$ cat src/rtl/bridge_pkg.sv
// Shared types for the UART-AXI4 bridge response path: arbiter FSM states and
// the per-source response request bundle presented to Frame_Builder.
package bridge_pkg;

   localparam int RESP_DATA_BYTES = 64;

   typedef enum logic [1:0] {
      ST_IDLE      = 2'd0,
      ST_LAUNCH    = 2'd1,
      ST_WAIT_DONE = 2'd2,
      ST_RELEASE   = 2'd3
   } arb_state_t;

   typedef struct packed {
      logic [7:0]                       status;
      logic [7:0]                       cmd;
      logic [31:0]                      addr;
      logic [5:0]                       count;
      logic                             is_read;
      logic [RESP_DATA_BYTES-1:0][7:0]  data;
   } resp_req_t;

endpackage

$ cat src/rtl/rr_arbiter2.sv
// Two-way round-robin pick; the pointer only matters when both sources request.
module rr_arbiter2 (
   input  logic [1:0] i_valid,
   input  logic       i_rr_ptr,
   output logic       o_any,
   output logic       o_winner
);

   assign o_any    = |i_valid;
   assign o_winner = (&i_valid) ? i_rr_ptr : i_valid[1];

endmodule

$ cat src/rtl/frame_response_arbiter.sv
// Shares one Frame_Builder between the AXI result path (req0) and the parser
// NAK path (req1): round-robin grant, one-cycle launch, watchdog-bounded wait.
module frame_response_arbiter
   import bridge_pkg::*;
#(
   parameter int TIMEOUT_CYCLES = 4096,
   parameter int CNT_W          = 16
) (
   input  logic                             clk,
   input  logic                             rst,
   input  logic                             req0_valid,
   input  logic [7:0]                       req0_status,
   input  logic [7:0]                       req0_cmd,
   input  logic [31:0]                      req0_addr,
   input  logic [5:0]                       req0_count,
   input  logic                             req0_is_read,
   input  logic [RESP_DATA_BYTES-1:0][7:0]  req0_data,
   output logic                             req0_done,
   input  logic                             req1_valid,
   input  logic [7:0]                       req1_status,
   input  logic [7:0]                       req1_cmd,
   input  logic [31:0]                      req1_addr,
   input  logic [5:0]                       req1_count,
   input  logic                             req1_is_read,
   input  logic [RESP_DATA_BYTES-1:0][7:0]  req1_data,
   output logic                             req1_done,
   output logic                             done_timeout,
   output logic [7:0]                       fb_status_code,
   output logic [7:0]                       fb_cmd_echo,
   output logic [31:0]                      fb_addr_echo,
   output logic [RESP_DATA_BYTES-1:0][7:0]  fb_response_data,
   output logic [5:0]                       fb_response_data_count,
   output logic                             fb_is_read_response,
   output logic                             fb_build_response,
   input  logic                             fb_builder_busy,
   input  logic                             fb_response_complete,
   output logic                             grant_idx,
   output logic                             arb_busy,
   output logic [CNT_W-1:0]                 frames_sent,
   output logic [7:0]                       timeout_count
);

   localparam int              WD_W    = $clog2(TIMEOUT_CYCLES + 1);
   localparam logic [WD_W-1:0] WD_LAST = WD_W'(TIMEOUT_CYCLES - 1);

   arb_state_t       r_state;
   arb_state_t       w_next_state;
   logic             r_grant_idx;
   logic             r_rr_ptr;
   logic             r_build;
   logic             r_done0;
   logic             r_done1;
   logic             r_done_timeout;
   logic [WD_W-1:0]  r_watchdog;
   logic [CNT_W-1:0] r_frames_sent;
   logic [7:0]       r_timeout_count;
   logic             w_any;
   logic             w_winner;
   logic             w_expire;
   logic             w_launch;
   resp_req_t        w_req [2];
   resp_req_t        w_sel;

   rr_arbiter2 u_rr (
      .i_valid  ({req1_valid, req0_valid}),
      .i_rr_ptr (r_rr_ptr),
      .o_any    (w_any),
      .o_winner (w_winner)
   );

   assign w_req[0] = '{status: req0_status, cmd: req0_cmd, addr: req0_addr,
                       count: req0_count, is_read: req0_is_read, data: req0_data};
   assign w_req[1] = '{status: req1_status, cmd: req1_cmd, addr: req1_addr,
                       count: req1_count, is_read: req1_is_read, data: req1_data};

   // Fields follow the owner in every state so they are stable around the launch.
   assign w_sel                  = w_req[r_grant_idx];
   assign fb_status_code         = w_sel.status;
   assign fb_cmd_echo            = w_sel.cmd;
   assign fb_addr_echo           = w_sel.addr;
   assign fb_response_data       = w_sel.data;
   assign fb_response_data_count = w_sel.count;
   assign fb_is_read_response    = w_sel.is_read;

   assign fb_build_response = r_build;
   assign req0_done         = r_done0;
   assign req1_done         = r_done1;
   assign done_timeout      = r_done_timeout;
   assign grant_idx         = r_grant_idx;
   assign arb_busy          = (r_state != ST_IDLE);
   assign frames_sent       = r_frames_sent;
   assign timeout_count     = r_timeout_count;
   assign w_launch          = (r_state == ST_IDLE) && (w_next_state == ST_LAUNCH);

   always_comb begin
      w_next_state = r_state;
      w_expire     = 1'b0;
      case (r_state)
         ST_IDLE:      if (w_any && !fb_builder_busy) w_next_state = ST_LAUNCH;
         ST_LAUNCH:    w_next_state = ST_WAIT_DONE;
         ST_WAIT_DONE: begin
            // A completion landing on the expiry cycle still counts as success.
            if (fb_response_complete) begin
               w_next_state = ST_RELEASE;
            end else if (r_watchdog == WD_LAST) begin
               w_next_state = ST_RELEASE;
               w_expire     = 1'b1;
            end
         end
         ST_RELEASE:   w_next_state = ST_IDLE;
         default:      w_next_state = ST_IDLE;
      endcase
   end

   always_ff @(posedge clk) begin
      if (rst) begin
         r_state         <= ST_IDLE;
         r_grant_idx     <= 1'b0;
         r_rr_ptr        <= 1'b0;
         r_build         <= 1'b0;
         r_done0         <= 1'b0;
         r_done1         <= 1'b0;
         r_done_timeout  <= 1'b0;
         r_watchdog      <= '0;
         r_frames_sent   <= '0;
         r_timeout_count <= '0;
      end else begin
         r_state        <= w_next_state;
         r_build        <= w_launch;
         r_done0        <= (w_next_state == ST_RELEASE) && !r_grant_idx;
         r_done1        <= (w_next_state == ST_RELEASE) && r_grant_idx;
         r_done_timeout <= w_expire;
         r_watchdog     <= (r_state == ST_WAIT_DONE) ? r_watchdog + WD_W'(1) : '0;
         if (w_launch) r_grant_idx <= w_winner;
         if (r_state == ST_RELEASE) begin
            r_rr_ptr <= ~r_grant_idx;
            if (!r_done_timeout) r_frames_sent <= r_frames_sent + CNT_W'(1);
         end
         if (w_expire && (r_timeout_count != 8'hFF))
            r_timeout_count <= r_timeout_count + 8'd1;
      end
   end

endmodule

$ cat config.mk
export PLATFORM = sky130hd
export DESIGN_NAME = frame_response_arbiter
export DESIGN_NICKNAME = d
export VERILOG_FILES = /design/src/rtl/bridge_pkg.sv /design/src/rtl/rr_arbiter2.sv /design/src/rtl/frame_response_arbiter.sv
export SDC_FILE = /design/constraint.sdc
export NUM_CORES = 1
export LEC_CHECK = 0
export ABC_AREA = 1
export BUFFER_PORTS_ARGS = -buffer_cell sky130_fd_sc_hd__buf_2
export CAP_MARGIN = 25
export CORE_AREA = 10 10 667 669
export DETAILED_ROUTE_END_ITERATION = 10
export DIE_AREA = 0 0 677 679
export PLACE_DENSITY = 0.3
export SYNTH_ARGS = -nofsm -noshare
export SYNTH_HDL_FRONTEND = slang
export SYNTH_HIERARCHICAL = 1
export SYNTH_SLANG_ARGS = --single-unit
export TNS_END_PERCENT = 5
$ cat constraint.sdc
create_clock -name clk -period 2 [get_ports clk]
set_input_delay 0 -clock clk [delete_from_list [all_inputs] [get_ports clk]]
set_output_delay 0 -clock clk [all_outputs]
set_load 0.005 [all_outputs]
==> run metrics, run 1 <==
maximum fanout count along the critical path=26; total vias in the final route=roughly 25000; Top cell by count, worst path=sky130_fd_sc_hd__nand2_1; flip-flop and latch count after synthesis=45; switching share of total power=62.0%; Area Growth Syn to Fin=208%; internal power=7.32 mW; Cell Count, Final, Fillers Out=9896; Placed Area=~27000 um^2; depth of the worst register-to-register path=11; Max Buffers Root-to-Sink=2; Mapped Avg Cell Area=between 4 and 5 um^2; Max Cap Violations=0; post-synthesis cell type count=31; setup_tns=-39.0 ps; iteration-0 DRC count of the detailed router=between 2000 and 2500; horizontal extent of the die=677 um; hold_buf cts=0; CORE AREA=431000 um^2; endpoint kind of the worst setup timing path=output port; global-route wire length before repair=457000 um; critical path type=reg -> out; number of cells on the worst hold path=4; design area=28100 um^2; final-report hold violation count=0; final clock skew=15.4 ps; share of the clock period used by the worst path=102%; Worst Hold Launch=fb_builder_busy; Global Route met3 Usage=11.7%; part of the total power dissipated in sequential elements=5.3%; number of design rule violations left after detail routing=0; endpoints failing setup=2; deepest level of the CTS H-tree=2; share of post-route cells with drive strength above 1=between 40% and 50%; number of global-route vias before repair=22200; antenna violations before repair=a little over 600; Worst EP required=roughly 2000 ps; grt ovf=0; initial core utilization=between 2 and 2.5%; number of instances in the placed design=9583; chain of cells forming the critical path=buf_12 > buf_16 > nand2_1 > nand2_1 > buf_2; count of buffers inserted at the top-level ports=1736; max-slew violation total from the final report=0; worst relative slew slack=60.7%; post-layout total power=19.3 mW; Min Hold Slack=53.4 ps; Slowest cell on crit path=sky130_fd_sc_hd__dfxtp_4; global-route layer with the greatest usage=met2; post-synthesis instance total=2125; count of nets left with antenna violations after detail routing=0; number of nets in the layout=5036; number of nets in the synthesized netlist=between 3000 and 4000; Clock Power Share=under 10%; top flip-flop cell by instance count after synthesis=sky130_fd_sc_hd__dfxtp_1; largest incremental delay on the critical path=490 ps; detailed-placement wirelength estimate=391000 um; endpoint of the worst register-to-register path=frames_sent[10]; most used cells in the layout excluding fill and tap cells=sky130_fd_sc_hd__nand2_1 (1731), sky130_fd_sc_hd__buf_2 (1662), sky130_fd_sc_hd__buf_4 (123); number of buffers created by CTS=5; endpoint of the worst hold path=r_state[0]; number of clock sinks=between 40 and 50; worst hold-check path type=in -> reg; buffers plus inverters on the worst setup path=3; unrepaired setup endpoints after global routing=true; clock tree from TritonCTS=done; Least-Margin Pin Slew=590 ps; post-synthesis sequential area ratio=9.87%; Comb power frac=89.7%; failing checks=setup timing; post-detailed-routing wire length=a little over 400000 um; most common cell after layout, fill and taps aside=sky130_fd_sc_hd__nand2_1; run status=complete, but fails checks; clock slew seen by the registers of the worst setup and hold paths=80 ps; average detailed-routed wire length per instance=41.1 um; Final Critical Period=2040 ps; critical register-to-register path startpoint=r_state[0]; clock latency of the later-clocked register in the worst-skew pair=about 320 ps; register-to-register path setup slack=roughly 200 ps; Chip Height=679 um; via/cell ratio=about 2.5; Highest Clock Rate=491 MHz; Root Driver=sky130_fd_sc_hd__clkbuf_16; length of the first detailed-routing pass in iterations=5; critical path's top delay family=buffers and inverters; post-route setup slack=-38.2 ps; Die Footprint=460000 um^2; met1 Usage GRT=18.5%; Yosys warning count=6; Final Wtd Congestion=1.05; met2 Usage GRT=26.0%; fraction of synthesis flops using an asynchronous set or reset pin=0%; net switching power of the design=between 10 and 15 mW; Top-Level Pins=1737; netlist area before placement=9130 um^2; maximum vdd drop=0.318 mV; leakage power=between 10 and 15 nW; total number of placement rows=between 200 and 250; pin count of the biggest net entering global routing=73; CP Data Arrival Time=2040 ps; category of the worst setup path launch point=flip-flop; global-route usage over all layers=16.7%; power density over the cells=around 690 nW/um^2; number of enable-type register cells in the synthesized netlist=0
worst max-delay path by stage:
stage	startpoint	end	slack, ps	depth (start not counted)
4_1_cts	grant_idx	fb_response_data[400]	-60	6
5_1_grt	grant_idx	fb_response_data[54]	-70	6
6_report	grant_idx	fb_response_data[319]	-40	5
2_1_floorplan	r_state[0]	frames_sent[10]	570	10
3_3_place_gp	grant_idx	fb_response_data[427]	-190	6
3_5_place_dp	grant_idx	fb_response_data[427]	-200	6
synth_stat cells (all sizes together) (3+ instances only):
master / n / area, um^2
xor2: 6 / 52.6
nand3: 16 / 103
xnor2: 3 / 26.3
nand2: 1757 / 6600
dfxtp: 45 / 901
a21oi: 28 / 140
nor2: 42 / 204
nor3: 13 / 76.3
nand4: 15 / 93.8
or2: 3 / 18.8
o21ai: 11 / 55.1
clkbuf: 58 / 218
buf: 72 / 350
ha: 6 / 75.1
inv: 43 / 161
o21a: 4 / 30.0
repair_timing:
| action | 4_1_cts | 5_1_grt |
|---|---|---|
| gates resized for setup | 48 | 10 |
| setup endpoints to repair | 65 | 106 |
| gates cloned | 4 | 2 |
| pin swaps | 1 | 1 |
| setup buffers | 4 | 0 |
flip-flops by register name, indices dropped and copies added (netlist names):
signal,flops
done_timeout,1
fb_build_response,1
frames_sent,16
grant_idx,1
r_rr_ptr,1
r_state,2
r_watchdog,13
req0_done,1
req1_done,1
timeout_count,8
worst min-delay path: cells and delay by family:
kind / cells / cell delay (ps)
buffers and inverters: 1 / 90
AOI/OAI and AO/OA: 1 / 120
and+or+nand+nor: 2 / 130
cell families (layout without fill, tap and decap cells):
family	Yosys count	after routing	synth area share, %
xor gates and xnor gates	9	9	0.863
other	0	295	0
buffers and inverters	173	1939	7.99
and+or+nand+nor	1846	1846	77.7
DFF	45	45	9.87
adders and majority gates	6	6	0.822
AOI/OAI and AO/OA	46	46	2.71
power groups by stage:
| stage | combinational, mW | clock, mW | sequential, mW |
|---|---|---|---|
| after floorplan | 4.30 | 0 | 1.01 |
| after global placement | 17.4 | 0 | 1.04 |
| after detailed placement | 17.3 | 0 | 1.04 |
| after CTS | 17.8 | 1.04 | 1.03 |
| after global routing | 18.2 | 1.04 | 1.03 |
| final | 17.3 | 0.974 | 1.02 |
area by class of cell:
| type | count | area, um^2 |
|---|---|---|
| diodes | 295 | 738 |
| clock buffers | 7 | 153 |
| clock inverters | 1 | 5.00 |
| fillers | 51800 | 402000 |
| inverters | 43 | 178 |
| multi-input cells | 1907 | 7620 |
| flip-flops and latches | 45 | 905 |
| well taps | 5710 | 7140 |
| repair buffers | 1888 | 11400 |
routing by layer:
layer / share of wire, % / up-vias
met5: 0.60 / -
met4: 4.0 / 368
met3: 16 / 1104
met2: 42 / 2371
met1: 37 / 11000
li1: - / 10200
through the flow:
stage / utilization [%] / setup slack, ps
finish: 6.54 / -38.2
global route: 6.41 / -69.1
global placement: 6.22 / -190
floorplan: - / 571
CTS: 6.34 / -63.1
detailed placement: 6.22 / -196
Note: power is estimated with default switching activity, not from simulation.
==> run 2, diff against run 1 <==
--- a/config.mk
+++ b/config.mk
@@ -6,12 +6,13 @@
 export NUM_CORES = 1
 export LEC_CHECK = 0
 export ABC_AREA = 1
-export BUFFER_PORTS_ARGS = -buffer_cell sky130_fd_sc_hd__buf_2
+export BUFFER_PORTS_ARGS = -buffer_cell sky130_fd_sc_hd__buf_4
 export CAP_MARGIN = 25
 export CORE_AREA = 10 10 667 669
 export DETAILED_ROUTE_END_ITERATION = 10
 export DIE_AREA = 0 0 677 679
 export PLACE_DENSITY = 0.3
+export SETUP_SLACK_MARGIN = 0.15
 export SYNTH_ARGS = -nofsm -noshare
 export SYNTH_HDL_FRONTEND = slang
 export SYNTH_HIERARCHICAL = 1
==> run 2 against run 1 <==
  * Core utilization grew 1.8 points
  * The run now ends clean
  * First-iteration DRC count shrank 6.0%
  * Highest routed layer unchanged
  * Combinational power rose by 36%
  * Final cell count fell by 1.9%
  * Largest cell class unchanged
  * Critical path depth rose by 3
  * Sequential share of layout area shrank 0.69 points
  * Clock-buffer cell count shrank 1
  * Register-to-register slack improved by 30 ps
==> run metrics, run 2 (synthesized netlist as in run 1, its figures left out) <==
run status=finished clean; number of nets in the layout=5074 (+0.75%); via/cell ratio=2.56 (+0.80%); post-detailed-routing wire length=419000 um (+2.9%); clock tree from TritonCTS=done; number of clock sinks=45 (unchanged); global-route wire length before repair=465000 um (+1.8%); count of buffers inserted at the top-level ports=1736 (unchanged); number of buffers created by CTS=5 (unchanged); share of the clock period used by the worst path=99.3% (-2.6 points); worst hold-check path type=in -> reg; most used cells in the layout excluding fill and tap cells=sky130_fd_sc_hd__buf_4 (1581), sky130_fd_sc_hd__nand2_1 (1253), sky130_fd_sc_hd__nand2_2 (301); length of the first detailed-routing pass in iterations=5 (unchanged); clock latency of the later-clocked register in the worst-skew pair=320 ps (about the same); leakage power=16.8 nW (+20%); maximum vdd drop=0.375 mV (+18%); critical path type=reg -> out; Cell Count, Final, Fillers Out=9710 (-1.9%); Filler Cell Count=51200 (-1.2%); Max Buffers Root-to-Sink=2 (unchanged); share of post-route cells with drive strength above 1=62.7% (+13 points); Final Wtd Congestion=1.04 (-1.4%); max-slew violation total from the final report=0 (unchanged); unrepaired setup endpoints after global routing=true; net switching power of the design=14.0 mW (+17%); maximum fanout count along the critical path=9 (-65%); design area=36000 um^2 (+28%); switching share of total power=54.8% (-7.2 points); final-report hold violation count=0 (unchanged); initial core utilization=2.12% (unchanged); iteration-0 DRC count of the detailed router=2313 (-6.0%); Post-Place Worst Slack=-126 ps (+70.5 ps); number of global-route vias before repair=22400 (+0.99%); Chip Height=679 um (unchanged); number of design rule violations left after detail routing=0 (unchanged); Area Growth Syn to Fin=294%; Top-Level Pins=1737 (unchanged); chain of cells forming the critical path=buf_12 > clkinv_16 > buf_16 > buf_8 > clkbuf_16 > nand2_2 > nand2_1 > buf_6; Least-Margin Pin Slew=657 ps (+67.1 ps); Comb power frac=91.8% (+2.1 points); Highest Clock Rate=504 MHz (+2.6%); Slowest cell on crit path=sky130_fd_sc_hd__dfxtp_4; endpoint kind of the worst setup timing path=output port; pin count of the biggest net entering global routing=57 (-22%); number of instances in the placed design=9545 (-0.40%); post-route setup slack=14.2 ps (+52.4 ps); deepest level of the CTS H-tree=2 (unchanged); count of nets left with antenna violations after detail routing=0 (unchanged); total vias in the final route=24900 (-1.1%); category of the worst setup path launch point=flip-flop; post-layout total power=25.5 mW (+33%); horizontal extent of the die=677 um (unchanged); Clock Power Share=4.3% (-0.8 points); global-route usage over all layers=17.1% (+0.31 points); Final Critical Period=1990 ps (-52.4 ps); average detailed-routed wire length per instance=43.1 um (+4.9%); power density over the cells=710 nW/um^2 (+3.6%); Root Driver=sky130_fd_sc_hd__clkbuf_16; detailed-placement wirelength estimate=391000 um (about the same); CP Data Arrival Time=1990 ps (-50 ps); number of flip-flops in the largest register=16 (unchanged); part of the total power dissipated in sequential elements=3.9% (-1.4 points); internal power=11.5 mW (+58%); total number of placement rows=241 (unchanged); CORE AREA=431000 um^2 (unchanged); Max Cap Violations=0 (unchanged); largest incremental delay on the critical path=360 ps (-130 ps); Placed Area=29800 um^2 (+11%); clock slew seen by the registers of the worst setup and hold paths=80 ps (about the same); Die Footprint=460000 um^2 (unchanged); endpoints failing setup=0 (-2); antenna violations before repair=543 (-11%); most common cell after layout, fill and taps aside=sky130_fd_sc_hd__buf_4; Worst EP required=2000 ps (about the same); worst relative slew slack=56.2% (-4.5 points); grt ovf=0 (unchanged); final clock skew=9.40 ps (-5.99 ps)
## run 2: routing by layer
| metal | global-route usage [%] | up-vias | part of all wire (%) |
|---|---|---|---|
| met3 | 10.1 | 883 | 14 |
| met5 | 0 | - | 0.51 |
| met1 | 19.7 | 11400 | 39 |
| li1 | - | 10100 | - |
| met4 | 3.00 | 330 | 2.7 |
| met2 | 27.4 | 2100 | 44 |
## run 2: worst paths after layout
kind,from,end,slack (ps),cells past startpoint
setup reg to reg,timeout_count[0],timeout_count[7],230,6
setup / recovery,grant_idx,fb_response_data[380],10,8
hold reg to reg,r_watchdog[10],r_watchdog[10],480,1
hold / removal,fb_builder_busy,r_state[0],60,4
## run 2: through the flow
stage / setup TNS, ps / utilization (%) / hold slack, ps
after floorplan: 0 / - / 73.3
after global placement: -544 / 6.92 / 264
after detailed placement: -450 / 6.92 / 261
after CTS: -331 / 7.64 / 28.7
after global routing: -594 / 8.32 / 91.3
final: 0 / 8.36 / 63.3
## run 2: layout make-up
| cell class | count | area, um^2 | area share, % |
|---|---|---|---|
| repair inverters | 1 | 8.76 | 0.0243 |
| clock inverters | 2 | 37.5 | 0.104 |
| inverters | 43 | 188 | 0.522 |
| clock buffers | 6 | 139 | 0.386 |
| multi-input cells | 1907 | 9920 | 27.6 |
| well taps | 5710 | 7140 | 19.9 |
| flip-flops and latches | 45 | 908 | 2.52 |
| diodes | 71 | 178 | 0.494 |
| repair buffers | 1925 | 17500 | 48.5 |
## run 2: worst max-delay path, delay by kind of cell, from the launching register on
family	cells	cell delay, ps
buffers and inverters	6	1010
DFF	1	360
and+or+nand+nor	2	150
## run 2: power by group through the flow
stage	registers [mW]	logic (mW)	clock network, mW
6_report	0.993	23.5	1.09
5_1_grt	0.999	24.4	1.16
4_1_cts	0.991	21.5	1.15
3_5_place_dp	1.08	18.1	0
3_3_place_gp	1.08	18.2	0
2_1_floorplan	1.01	4.30	0
## run 2: timing repair
action	4_1_cts	5_1_grt
endpoints found under the hold margin	1	0
hold buffers	1	0
resized for setup	559	602
endpoints found under the setup margin	560	536
gates cloned	22	24
setup buffers	24	15
pin swaps	71	121
